File: config.mk
export PLATFORM = sky130hd
export DESIGN_NAME = regfile_wb_scheduler
export DESIGN_NICKNAME = d
export VERILOG_FILES = /design/src/rtl/regfile_wb_scheduler_pkg.sv /design/src/rtl/regfile_wb_scheduler_scoreboard.sv /design/src/rtl/regfile_wb_scheduler.sv
export SDC_FILE = /design/constraint.sdc
export NUM_CORES = 1
export LEC_CHECK = 0
export CAP_MARGIN = 20
export CORE_ASPECT_RATIO = 1.75
export CORE_MARGIN = 10
export CORE_UTILIZATION = 45
export CTS_CLUSTER_DIAMETER = 50
export DETAILED_ROUTE_END_ITERATION = 12
export MAX_ROUTING_LAYER = met4
export PLACE_DENSITY = 0.9
export SETUP_SLACK_MARGIN = 0.05
export SYNTH_ARGS = -nofsm -noshare
export SYNTH_HDL_FRONTEND = slang
export SYNTH_SLANG_ARGS = --single-unit
File: constraint.sdc
create_clock -name clk -period 5.5 [get_ports clk]
set_input_delay 1.1 -clock clk [delete_from_list [all_inputs] [get_ports clk]]
set_output_delay 1.1 -clock clk [all_outputs]
set_load 0.05 [all_outputs]
File: src/rtl/regfile_wb_scheduler_pkg.sv
// Shared definitions for the writeback scheduler: requester indices, request
// record and the round-robin index helper.
package regfile_wb_scheduler_pkg;

    localparam int WB_ALU    = 0;
    localparam int WB_LSU    = 1;
    localparam int WB_MDU    = 2;
    localparam int WB_NREQ   = 3;

    localparam int WB_DATA_W = 32;
    localparam int WB_ADDR_W = 5;

    typedef struct packed {
        logic                 valid;
        logic [WB_ADDR_W-1:0] rd;
        logic [WB_DATA_W-1:0] data;
    } wb_req_t;

    // Next requester index in round-robin order, wrapping after the MDU.
    function automatic logic [1:0] wb_next_idx(input logic [1:0] idx);
        return (idx >= 2'(WB_NREQ - 1)) ? 2'd0 : idx + 2'd1;
    endfunction

endpackage

File: src/rtl/regfile_wb_scheduler_scoreboard.sv
// Hazard scoreboard: one pending bit per register, set on long-op issue and
// cleared on the regfile commit edge; three lookups include the in-flight write.
module rf_scoreboard #(
    parameter int ADDR_W = 5
) (
    input  logic                 clk,
    input  logic                 resetn,
    input  logic                 set_en,
    input  logic [ADDR_W-1:0]    set_idx,
    input  logic                 clr_en,
    input  logic [ADDR_W-1:0]    clr_idx,
    input  logic [ADDR_W-1:0]    rs1,
    input  logic [ADDR_W-1:0]    rs2,
    input  logic [ADDR_W-1:0]    rd,
    output logic                 hit_rs1,
    output logic                 hit_rs2,
    output logic                 hit_rd,
    output logic [2**ADDR_W-1:0] pending
);

    localparam int NENT = 2**ADDR_W;

    logic [NENT-1:0] pend_q;

    function automatic logic lookup(input logic [ADDR_W-1:0] x,
                                    input logic [NENT-1:0]   pend,
                                    input logic              fwd_en,
                                    input logic [ADDR_W-1:0] fwd_idx);
        return (x != '0) && (pend[x] || (fwd_en && (fwd_idx == x)));
    endfunction

    // Set is checked first so it wins over a same-edge clear.
    always_ff @(posedge clk or negedge resetn) begin
        if (!resetn) begin
            pend_q <= '0;
        end else begin
            pend_q[0] <= 1'b0;
            for (int i = 1; i < NENT; i++) begin
                if (set_en && (set_idx == ADDR_W'(i)))
                    pend_q[i] <= 1'b1;
                else if (clr_en && (clr_idx == ADDR_W'(i)))
                    pend_q[i] <= 1'b0;
            end
        end
    end

    assign hit_rs1 = lookup(rs1, pend_q, clr_en, clr_idx);
    assign hit_rs2 = lookup(rs2, pend_q, clr_en, clr_idx);
    assign hit_rd  = lookup(rd,  pend_q, clr_en, clr_idx);
    assign pending = pend_q;

endmodule

File: src/rtl/regfile_wb_scheduler.sv
// Writeback scheduler: round-robin arbitration of ALU/LSU/MDU results onto the
// single regfile write port, plus issue stall from the hazard scoreboard.
module regfile_wb_scheduler
    import regfile_wb_scheduler_pkg::*;
#(
    parameter int DATA_W = 32,
    parameter int ADDR_W = 5
) (
    input  logic                   clk,
    input  logic                   resetn,
    input  logic [2:0]             req_valid,
    input  logic [3*ADDR_W-1:0]    req_rd,
    input  logic [3*DATA_W-1:0]    req_data,
    output logic [2:0]             req_ready,
    input  logic                   iss_valid,
    input  logic [ADDR_W-1:0]      iss_rs1,
    input  logic [ADDR_W-1:0]      iss_rs2,
    input  logic [ADDR_W-1:0]      iss_rd,
    input  logic                   iss_long,
    output logic                   iss_stall,
    output logic                   rf_we,
    output logic [ADDR_W-1:0]      rf_waddr,
    output logic [DATA_W-1:0]      rf_wdata,
    output logic [2**ADDR_W-1:0]   pending
);

    logic [1:0]        rr_ptr;
    logic [2:0]        grant;
    logic [1:0]        gnt_idx;
    logic [1:0]        scan_idx;
    logic              grant_any;
    logic [ADDR_W-1:0] gnt_rd;
    logic [DATA_W-1:0] gnt_data;
    logic              hit_rs1, hit_rs2, hit_rd;
    logic              iss_fire;

    // First valid requester starting at rr_ptr wins.
    always_comb begin
        grant    = '0;
        gnt_idx  = 2'd0;
        scan_idx = rr_ptr;
        for (int k = 0; k < WB_NREQ; k++) begin
            if ((grant == '0) && (scan_idx < 2'(WB_NREQ)) && req_valid[scan_idx]) begin
                grant[scan_idx] = 1'b1;
                gnt_idx         = scan_idx;
            end
            scan_idx = wb_next_idx(scan_idx);
        end
    end

    assign grant_any = |grant;
    assign req_ready = grant;
    assign gnt_rd    = req_rd[gnt_idx*ADDR_W +: ADDR_W];
    assign gnt_data  = req_data[gnt_idx*DATA_W +: DATA_W];

    always_ff @(posedge clk or negedge resetn) begin
        if (!resetn) begin
            rr_ptr   <= 2'(WB_ALU);
            rf_we    <= 1'b0;
            rf_waddr <= '0;
            rf_wdata <= '0;
        end else if (grant_any) begin
            rr_ptr   <= wb_next_idx(gnt_idx);
            rf_we    <= (gnt_rd != '0);
            rf_waddr <= gnt_rd;
            rf_wdata <= gnt_data;
        end else begin
            rf_we    <= 1'b0;
        end
    end

    rf_scoreboard #(.ADDR_W(ADDR_W)) u_scoreboard (
        .clk     (clk),
        .resetn  (resetn),
        .set_en  (iss_fire && iss_long && (iss_rd != '0)),
        .set_idx (iss_rd),
        .clr_en  (rf_we),
        .clr_idx (rf_waddr),
        .rs1     (iss_rs1),
        .rs2     (iss_rs2),
        .rd      (iss_rd),
        .hit_rs1 (hit_rs1),
        .hit_rs2 (hit_rs2),
        .hit_rd  (hit_rd),
        .pending (pending)
    );

    // Stall depends only on issue inputs and registered state, never on req_*.
    assign iss_stall = iss_valid && (hit_rs1 || hit_rs2 || hit_rd);
    assign iss_fire  = iss_valid && !iss_stall;

endmodule

==> results of run 1 <==
per-stage QoR:
stage / instance area [um^2] / worst slack [ns] / utilization [%] / hold slack, ns
after floorplan: 4720 / 1.17 / - / 0.492
after global placement: 6840 / 0.726 / 66.4 / 0.459
after detailed placement: 6840 / 0.651 / 66.4 / 0.464
after CTS: 7120 / 0.636 / 69.1 / 0.477
after global routing: 7130 / 0.538 / 69.2 / 0.513
final: 7130 / 0.634 / 69.2 / 0.475
cell families (layout without fill, tap and decap cells):
logic type / after synthesis / in the layout / synth area share (%)
compound gates: 161 / 161 / 24.9
xor+xnor: 15 / 15 / 2.78
buf+inv: 49 / 240 / 4.72
flops: 71 / 71 / 37.6
mux: 36 / 36 / 13.5
other cells: 1 / 1 / 0.0794
simple gates: 160 / 160 / 16.4
registers in the layout (all words and copies together) (netlist names):
signal,cells
rr_ptr,2
rf_waddr,5
rf_wdata,32
u_scoreboard.pending,31
rf_we,1
critical path, stage by stage:
cell and delay, ns:
clkdlybuf4s50_1 0.78, mux4_1 0.62, a31o_2 0.25, a311o_1 0.26, o22ai_1 0.28, nor2_2 0.08, o21a_1 0.22, buf_12 0.15
per-layer routing:
layer | global-route usage [%] | wire, um | up-vias
li1 | - | - | 2236
met1 | 24.9 | 6460 | 2460
met2 | 42.2 | 9860 | 348
met3 | 7.49 | 1730 | 80
met4 | 14.3 | 912 | 0
met5 | - | 0 | -
layout make-up:
type / count / area [um^2] / area share (%)
Multi-Input combinational cell: 373 / 2740 / 38.4
Inverter: 5 / 18.8 / 0.263
Clock inverter: 4 / 20.0 / 0.281
Clock buffer: 12 / 256 / 3.60
Tap cell: 127 / 159 / 2.23
Sequential cell: 71 / 1780 / 24.9
Timing Repair Buffer: 219 / 2160 / 30.3
cells in the mapped netlist (10+ instances only):
cell       n  share of area [%]
nand2b_1  10                1.3
mux2i_1   12                2.5
a21oi_1   24                2.5
dfrtp_1   71                 38
xor2_1    12                2.2
clkbuf_1  32                2.5
a31oi_1   11                1.5
a221o_1   14                3.0
nand3_1   20                2.1
a22oi_1   11                1.7
mux4_2    19                9.1
or2_2     13                1.7
nor2_1    34                2.7
o21ai_0   53                5.6
o31ai_1   12                1.9
nand2_1   54                4.3
worst paths after layout:
path,depth (start not counted),end
worst max-delay path,8,iss_stall
worst max register to register,9,rf_wdata[2]
worst min-delay path,2,rf_wdata[28]
max in group asynchronous,2,u_scoreboard.pending[26]
min in group asynchronous,2,rf_wdata[18]
worst min register to register,2,rf_wdata[28]
report_power, final:
part           internal (mW)  switching (mW)  total [mW]
Clock                  0.327           0.213       0.540
Combinational           1.01            1.73        2.74
Sequential             0.787           0.361        1.15
Total                   2.12            2.30        4.43
==> results_dict.tcl, run 1 <==
set metrics [dict create \
    core_area_mm2 0.0103 \
    hold_viol 0 \
    clock_latency_ns 0.33 \
    min-delay-start "rf_wdata[28]" \
    grt_start_max_net_pins 72 \
    cp-start-kind "input pin" \
    final_common_cell "clkdlybuf4s50_1" \
    die_area_mm2 0.0151 \
    grt_usage_pct 24.9 \
    critPathLaunch "iss_rs2[0]" \
    p_leak_nw 2.77 \
    syn-cell-area_mm2 0.00472 \
    max_cap_viol_count 0 \
    final_cells 811 \
    final_nets 812 \
    cts_tree "yes" \
    clk_pin_slew_ns 0.06 \
    initial_core_util_pct 45.8 \
    cts_sinks 71 \
    chipWidth_um 97.4 \
    grt_pass1_vias 5645 \
    antenna_cells 0 \
    area_growth_pct 51.0 \
    drtPass1Iterations 5 \
    routed_wl_um 19000 \
    crit_arrival_ns 3.77 \
    grt_pass1_wl_um 29700 \
    drv_slew 0 \
    ant_nets 0 \
    syn_area_per_cell_um2 9.58 \
    setup_tns_ns 0 \
    gp_congestion 0.976 \
    ys_seq_elements 71 \
    drc 0 \
    postCtsSetupRepairBufs 0 \
    ys.flop_type "dfrtp_1" \
    num_rows 49 \
    routedWlPerCell_um 23.4 \
    worst_pin_slew_ns 0.959 \
    status "completed" \
    slew_headroom_pct 36.1 \
    drt_iter0_markers 412 \
    rsz0062_at_grt "false" \
    dp_hpwl_um 14700 \
    cts_max_level 3 \
    clock_skew_ns 0.00433 \
    fill_cells 770 \
    port_buffers 205 \
    vdd.ir_drop.worst_v 0.000513 \
    crit_required_ns 4.40 \
    fp.dieH_um 155 \
    setup_viol 0 \
    final_cell_mix "clkdlybuf4s50_1 (202), dfrtp_1 (71), nand2_1 (54), o21ai_0 (53), nor2_1 (34)" \
    cp_max_fo 8 \
    cts_resized 0 \
    vias 5124 \
    synthArstFlopShare_pct 100 \
    period_share_pct 88.5 \
    postCtsHoldBufs 0 \
    drive_above_1_share_pct 12.0 \
    pin_count 207 \
    critPathCaptureType "output pin" \
    dp.cells 794 \
    fmaxAchievable_mhz 206 \
    cts-buffers-inserted 9 \
    cts.path.max_buffers 2 \
    total_power_mw 4.43 \
    grt_overflow 0 \
    criticalPathCategory "in -> out" \
    cts_root_buffer "clkbuf_16" \
    hold_path_class "reg -> reg" \
    ys_seq_area_share_pct 37.6 \
    routed_via_density 6.32 \
    r2r-start "rr_ptr[0]" \
    synth_cell_types 55 \
    syn_inst 493 \
    ff2ff_setup_slack_ns 2.55 \
    synth_nets 626 \
    power-per-cell-area_mw_per_mm2 621 \
    finalCriticalPeriod_ns 4.87 \
    synth_edf_count 0 \
    ys.warnings.count 0 \
    antenna_found_initial 0 \
]
(Power assumes the default switching activity.)
==> run 2: changes to the inputs <==
--- a/config.mk
+++ b/config.mk
@@ -12,7 +12,7 @@
 export CTS_CLUSTER_DIAMETER = 50
 export DETAILED_ROUTE_END_ITERATION = 12
 export MAX_ROUTING_LAYER = met4
-export PLACE_DENSITY = 0.9
+export PLACE_DENSITY_LB_ADDON = 0.05
 export SETUP_SLACK_MARGIN = 0.05
 export SYNTH_ARGS = -nofsm -noshare
 export SYNTH_HDL_FRONTEND = slang
==> run 2 against run 1 <==
Compared with the run above: clock power up 31%; register-to-register slack better by 0.25 ns; sequential share of layout area down 0.29 points; wire length up 1.4%; via count down 1.0%; cell area up 1.2%; highest routed layer unchanged; non-clock buffer count unchanged; clock skew up 0.0035 ns; utilization up 0.80 points.
==> results_dict.tcl, run 2 (same netlist as run 1, synthesis figures left out) <==
set metrics [dict create \
    p_leak_nw 2.80 \
    fin_area_mm2 0.00721 \
    drc 0 \
    hold_path_class "reg -> reg" \
    power-per-cell-area_mw_per_mm2 636 \
    dp.cells 795 \
    cp-start-kind "input pin" \
    routed_via_density 6.26 \
    pin_count 207 \
    drtPass1Iterations 5 \
    initial_core_util_pct 45.8 \
    grt.busiest_layer "met2" \
    grt_util_met3_pct 6.96 \
    crit_required_ns 4.40 \
    cts_tree "yes" \
    final_common_cell "clkdlybuf4s50_1" \
    place_ws_ns 0.630 \
    cts_resized 0 \
    largest_register_ffs 32 \
    status "completed" \
    clk_pin_slew_ns 0.05 \
    holdWs_ns 0.473 \
    postCtsHoldBufs 0 \
    final_cell_mix "clkdlybuf4s50_1 (202), dfrtp_1 (71), nand2_1 (54), o21ai_0 (53), nor2_1 (34)" \
    antenna_cells 0 \
    cts_root_buffer "clkbuf_16" \
    crit_arrival_ns 3.78 \
    drt_iter0_markers 287 \
    grt_use_met1_pct 24.0 \
    clock_latency_ns 0.33 \
    slew_headroom_pct 35.5 \
    grt_pass1_wl_um 29600 \
    finalCriticalPeriod_ns 4.88 \
    gp_congestion 0.999 \
    criticalPathCategory "in -> out" \
    ant_nets 0 \
    setup_viol 0 \
    drv_slew 0 \
    place_area_mm2 0.00685 \
    cts-buffers-inserted 9 \
    antenna_found_initial 0 \
    vias 5073 \
    core_area_mm2 0.0103 \
    rsz0062_at_grt "false" \
    area_growth_pct 52.7 \
    dp_hpwl_um 15000 \
    num_rows 49 \
    grt_start_max_net_pins 72 \
    die_area_mm2 0.0151 \
    grt_usage_pct 24.9 \
    setup_tns_ns 0 \
    drive_above_1_share_pct 12.0 \
    critPathCaptureType "output pin" \
    hold_viol 0 \
    postCtsSetupRepairBufs 0 \
    chipWidth_um 97.4 \
    port_buffers 205 \
    worst_pin_slew_ns 0.967 \
    routedWlPerCell_um 23.7 \
    grt_overflow 0 \
    top_register "rf_wdata" \
    clock_skew_ns 0.00783 \
    fp.dieH_um 155 \
    worst_slack_ns 0.616 \
    final_cells 810 \
    vdd.ir_drop.worst_v 0.000448 \
    grt_pass1_vias 5449 \
    routed_wl_um 19200 \
    total_power_mw 4.58 \
    final_nets 812 \
    fill_cells 820 \
    cts_sinks 71 \
    period_share_pct 88.8 \
    max_cap_viol_count 0 \
    grt_util_met2_pct 44.4 \
    fin_util_pct 70.0 \
    cts_max_level 3 \
    fmaxAchievable_mhz 205 \
    cts.path.max_buffers 2 \
    cp_max_fo 7 \
]
==> run 2: power breakdown <==
part,switching [mW],internal [mW],leakage [nW],total (mW)
Combinational,1.71,1.01,1.78,2.72
Sequential,0.373,0.786,0.843,1.16
Clock,0.222,0.486,0.175,0.708
Total,2.30,2.28,2.80,4.58
==> run 2: worst max-delay path, stage by stage <==
cell and delay, ns:
clkdlybuf4s50_1 0.77, mux4_1 0.63, a31o_2 0.27, a311o_1 0.27, o22ai_1 0.26, nor2_2 0.09
o21a_1 0.23, buf_12 0.15
==> run 2: worst paths after layout <==
kind                         startpoint      endpoint  slack, ns  depth (start not counted)
min reg2reg                rf_wdata[20]  rf_wdata[20]       0.47                          2
max                          iss_rs2[0]     iss_stall       0.62                          8
max in group asynchronous        resetn         rf_we       3.92                          2
min                        rf_wdata[20]  rf_wdata[20]       0.47                          2
min in group asynchronous        resetn  rf_wdata[29]       0.98                          2
max reg2reg                   rr_ptr[0]  rf_wdata[29]       2.80                          9
==> run 2: area by class of cell <==
| type | instances | area, um^2 | share of cell area (%) |
|---|---|---|---|
| multi-input cells | 373 | 2740 | 38.0 |
| repair buffers | 219 | 2160 | 29.9 |
| flip-flops and latches | 71 | 1780 | 24.6 |
| clock buffers | 9 | 225 | 3.12 |
| well taps | 127 | 159 | 2.20 |
| clock inverters | 6 | 134 | 1.86 |
| inverters | 5 | 18.8 | 0.260 |
==> run 2: routing by layer <==
layer  wire (um)  vias up  part of all wire [%]
li1            -     2242                     -
met1        6560     2438                    34
met2       10200      307                    53
met3        1480       86                   7.7
met4         954        0                   5.0
met5           0        -                     0
==> run 3: changes to the inputs <==
--- a/config.mk
+++ b/config.mk
@@ -11,6 +11,7 @@
 export CORE_UTILIZATION = 45
 export CTS_CLUSTER_DIAMETER = 50
 export DETAILED_ROUTE_END_ITERATION = 12
+export GPL_TIMING_DRIVEN = 0
 export MAX_ROUTING_LAYER = met4
 export PLACE_DENSITY_LB_ADDON = 0.05
 export SETUP_SLACK_MARGIN = 0.05
==> run 3 against run 2 <==
Compared with the run above: maximum frequency is 5.2% lower; flip-flop and latch count is the same; highest routed layer unchanged; die area is the same; first-iteration DRC count is 16% higher; count of clock-buffer cells in the layout is 1 higher; wire length is 1.8% higher; utilization about the same; critical path depth did not move; largest cell class unchanged.
==> results_dict.tcl, run 3 (same netlist as run 1, synthesis figures left out) <==
set metrics [dict create \
    status "completed" \
    holdWs_ns 0.478 \
    finalCriticalPeriod_ns 5.15 \
    crit_arrival_ns 4.05 \
    criticalPathCategory "in -> out" \
    cp_common_cell "buf_2" \
    p_seq_share_pct 23.7 \
    routed_via_density 6.17 \
    cts-buffers-inserted 9 \
    clock_latency_ns 0.33 \
    drv_slew 0 \
    place_area_mm2 0.00692 \
    final_cell_mix "clkdlybuf4s50_1 (199), dfrtp_1 (71), nand2_1 (54), o21ai_0 (53), nor2_1 (34)" \
    total_power_mw 4.49 \
    period_share_pct 93.7 \
    postCtsHoldBufs 0 \
    cp-start-kind "input pin" \
    port_buffers 201 \
    ant_nets 0 \
    cts_root_buffer "clkbuf_16" \
    drc 0 \
    cp_max_fo 10 \
    grt_start_max_net_pins 71 \
    hold_viol 0 \
    internal_power_mw 2.16 \
    fp.dieH_um 155 \
    worstPathCellList "clkdlybuf4s50_1, buf_2, mux4_2, o2111a_1, o32ai_2, buf_2, o21a_1, clkbuf_2" \
    hold_path_class "reg -> reg" \
    rsz0062_at_grt "false" \
    dp_hpwl_um 15500 \
    routedWlPerCell_um 23.4 \
    drtPass1Iterations 5 \
    whs_path_depth 2 \
    netSwitchingPower_mw 2.33 \
    cts.path.max_buffers 2 \
    p_comb_share_pct 63.3 \
    fmaxAchievable_mhz 194 \
    crit_required_ns 4.40 \
    setup_viol 0 \
    p_leak_nw 2.78 \
    final_nets 839 \
    worst_pin_slew_ns 0.644 \
    initial_core_util_pct 45.8 \
    pwr-share-clk_pct 13.0 \
    vias 5171 \
    reg2reg_depth 8 \
    crit_path_max_incr_delay_ns 0.57 \
    largest_register_ffs 32 \
    num_rows 49 \
    power-per-cell-area_mw_per_mm2 622 \
    antenna_cells 0 \
    cts_max_level 3 \
    chipWidth_um 97.4 \
    swShare_pct 51.9 \
    grt_pass1_wl_um 30400 \
    clk_pin_slew_ns 0.05 \
    grt_usage_pct 25.7 \
    drive_above_1_share_pct 11.1 \
    critPathCaptureType "output pin" \
    core_area_mm2 0.0103 \
    slew_headroom_pct 57.1 \
    max_cap_viol_count 0 \
    vdd.ir_drop.worst_v 0.000406 \
    grt_pass1_vias 5762 \
    fill_cells 854 \
    pin_count 207 \
    top_register "rf_wdata" \
    routed_wl_um 19600 \
    gp_congestion 0.984 \
    clock_skew_ns 0.00862 \
    slowest_stage "o32ai_2" \
    dp.cells 822 \
    antenna_found_initial 0 \
    cts_sinks 71 \
    cts_tree "yes" \
    grt_overflow 0 \
    fin_area_mm2 0.00721 \
    postCtsSetupRepairBufs 0 \
    drt_iter0_markers 334 \
    place_ws_ns -0.358 \
    area_growth_pct 52.8 \
    final_cells 838 \
    die_area_mm2 0.0151 \
    worst_slack_ns 0.347 \
    final_common_cell "clkdlybuf4s50_1" \
]
## run 3: cell count changes in the layout (fill, tap and decap cells not counted), moves of 2 or more
cell,change
clkinvlp_4,+2
clkbuf_2,+2
clkdlybuf4s50_1,-3
clkinv_4,+2
buf_4,-11
bufinv_16,-3
buf_6,+3
buf_2,+4
clkbuf_1,+32
## run 3: power groups by stage
stage	sequential, mW	clock [mW]	combinational [mW]
after floorplan	1.89	0	0.955
after global placement	1.05	0	2.81
after detailed placement	1.05	0	2.84
after CTS	1.05	0.593	2.85
after global routing	1.10	0.610	3.00
final	1.06	0.583	2.84
## run 3: critical path: cells and delay by family
family                 cells  cell delay [ns]
buffers and inverters      4             1.42
AO/OA/AOI/OAI              3             0.97
multiplexers               1             0.54
## run 3: final cells by class
| type | instances | area [um^2] | area share, % |
|---|---|---|---|
| multi-input combinational | 373 | 2720 | 37.7 |
| inverter | 5 | 18.8 | 0.260 |
| timing repair buffer | 202 | 2030 | 28.2 |
| sequential | 71 | 1780 | 24.6 |
| buffer | 44 | 206 | 2.86 |
| tap | 127 | 159 | 2.20 |
| clock inverter | 6 | 71.3 | 0.989 |
| clock buffer | 10 | 229 | 3.17 |
## run 3: timing repair
action | CTS | global route
pin swaps | 0 | 0
endpoints found under the setup margin | 1 | 1
resized for setup | 3 | 2
## run 3: metal layers
metal / GRT usage [%] / up-vias / part of all wire [%]
met2: 45.5 / 326 / 52
li1: - / 2299 / -
met3: 6.52 / 83 / 7.8
met5: - / - / 0
met1: 24.4 / 2463 / 34
met4: 15.6 / 0 / 5.6
## run 3: final timing paths
path	startpoint	slack [ns]	endpoint
setup / recovery	iss_rd[1]	0.35	iss_stall
hold / removal	rf_wdata[16]	0.48	rf_wdata[16]
setup reg to reg	rf_waddr[3]	2.68	u_scoreboard.pending[27]
hold reg to reg	rf_wdata[16]	0.48	rf_wdata[16]
min in group asynchronous	resetn	0.56	rf_wdata[26]
max in group asynchronous	resetn	4.41	rf_wdata[13]
## run 3: per-stage QoR
| step | util [%] | setup TNS (ns) |
|---|---|---|
| CTS | 70.1 | 0 |
| global placement | 66.9 | -0.331 |
| floorplan | - | 0 |
| detailed placement | 67.2 | -0.358 |
| global route | 70.0 | 0 |
| finish | 70.0 | 0 |
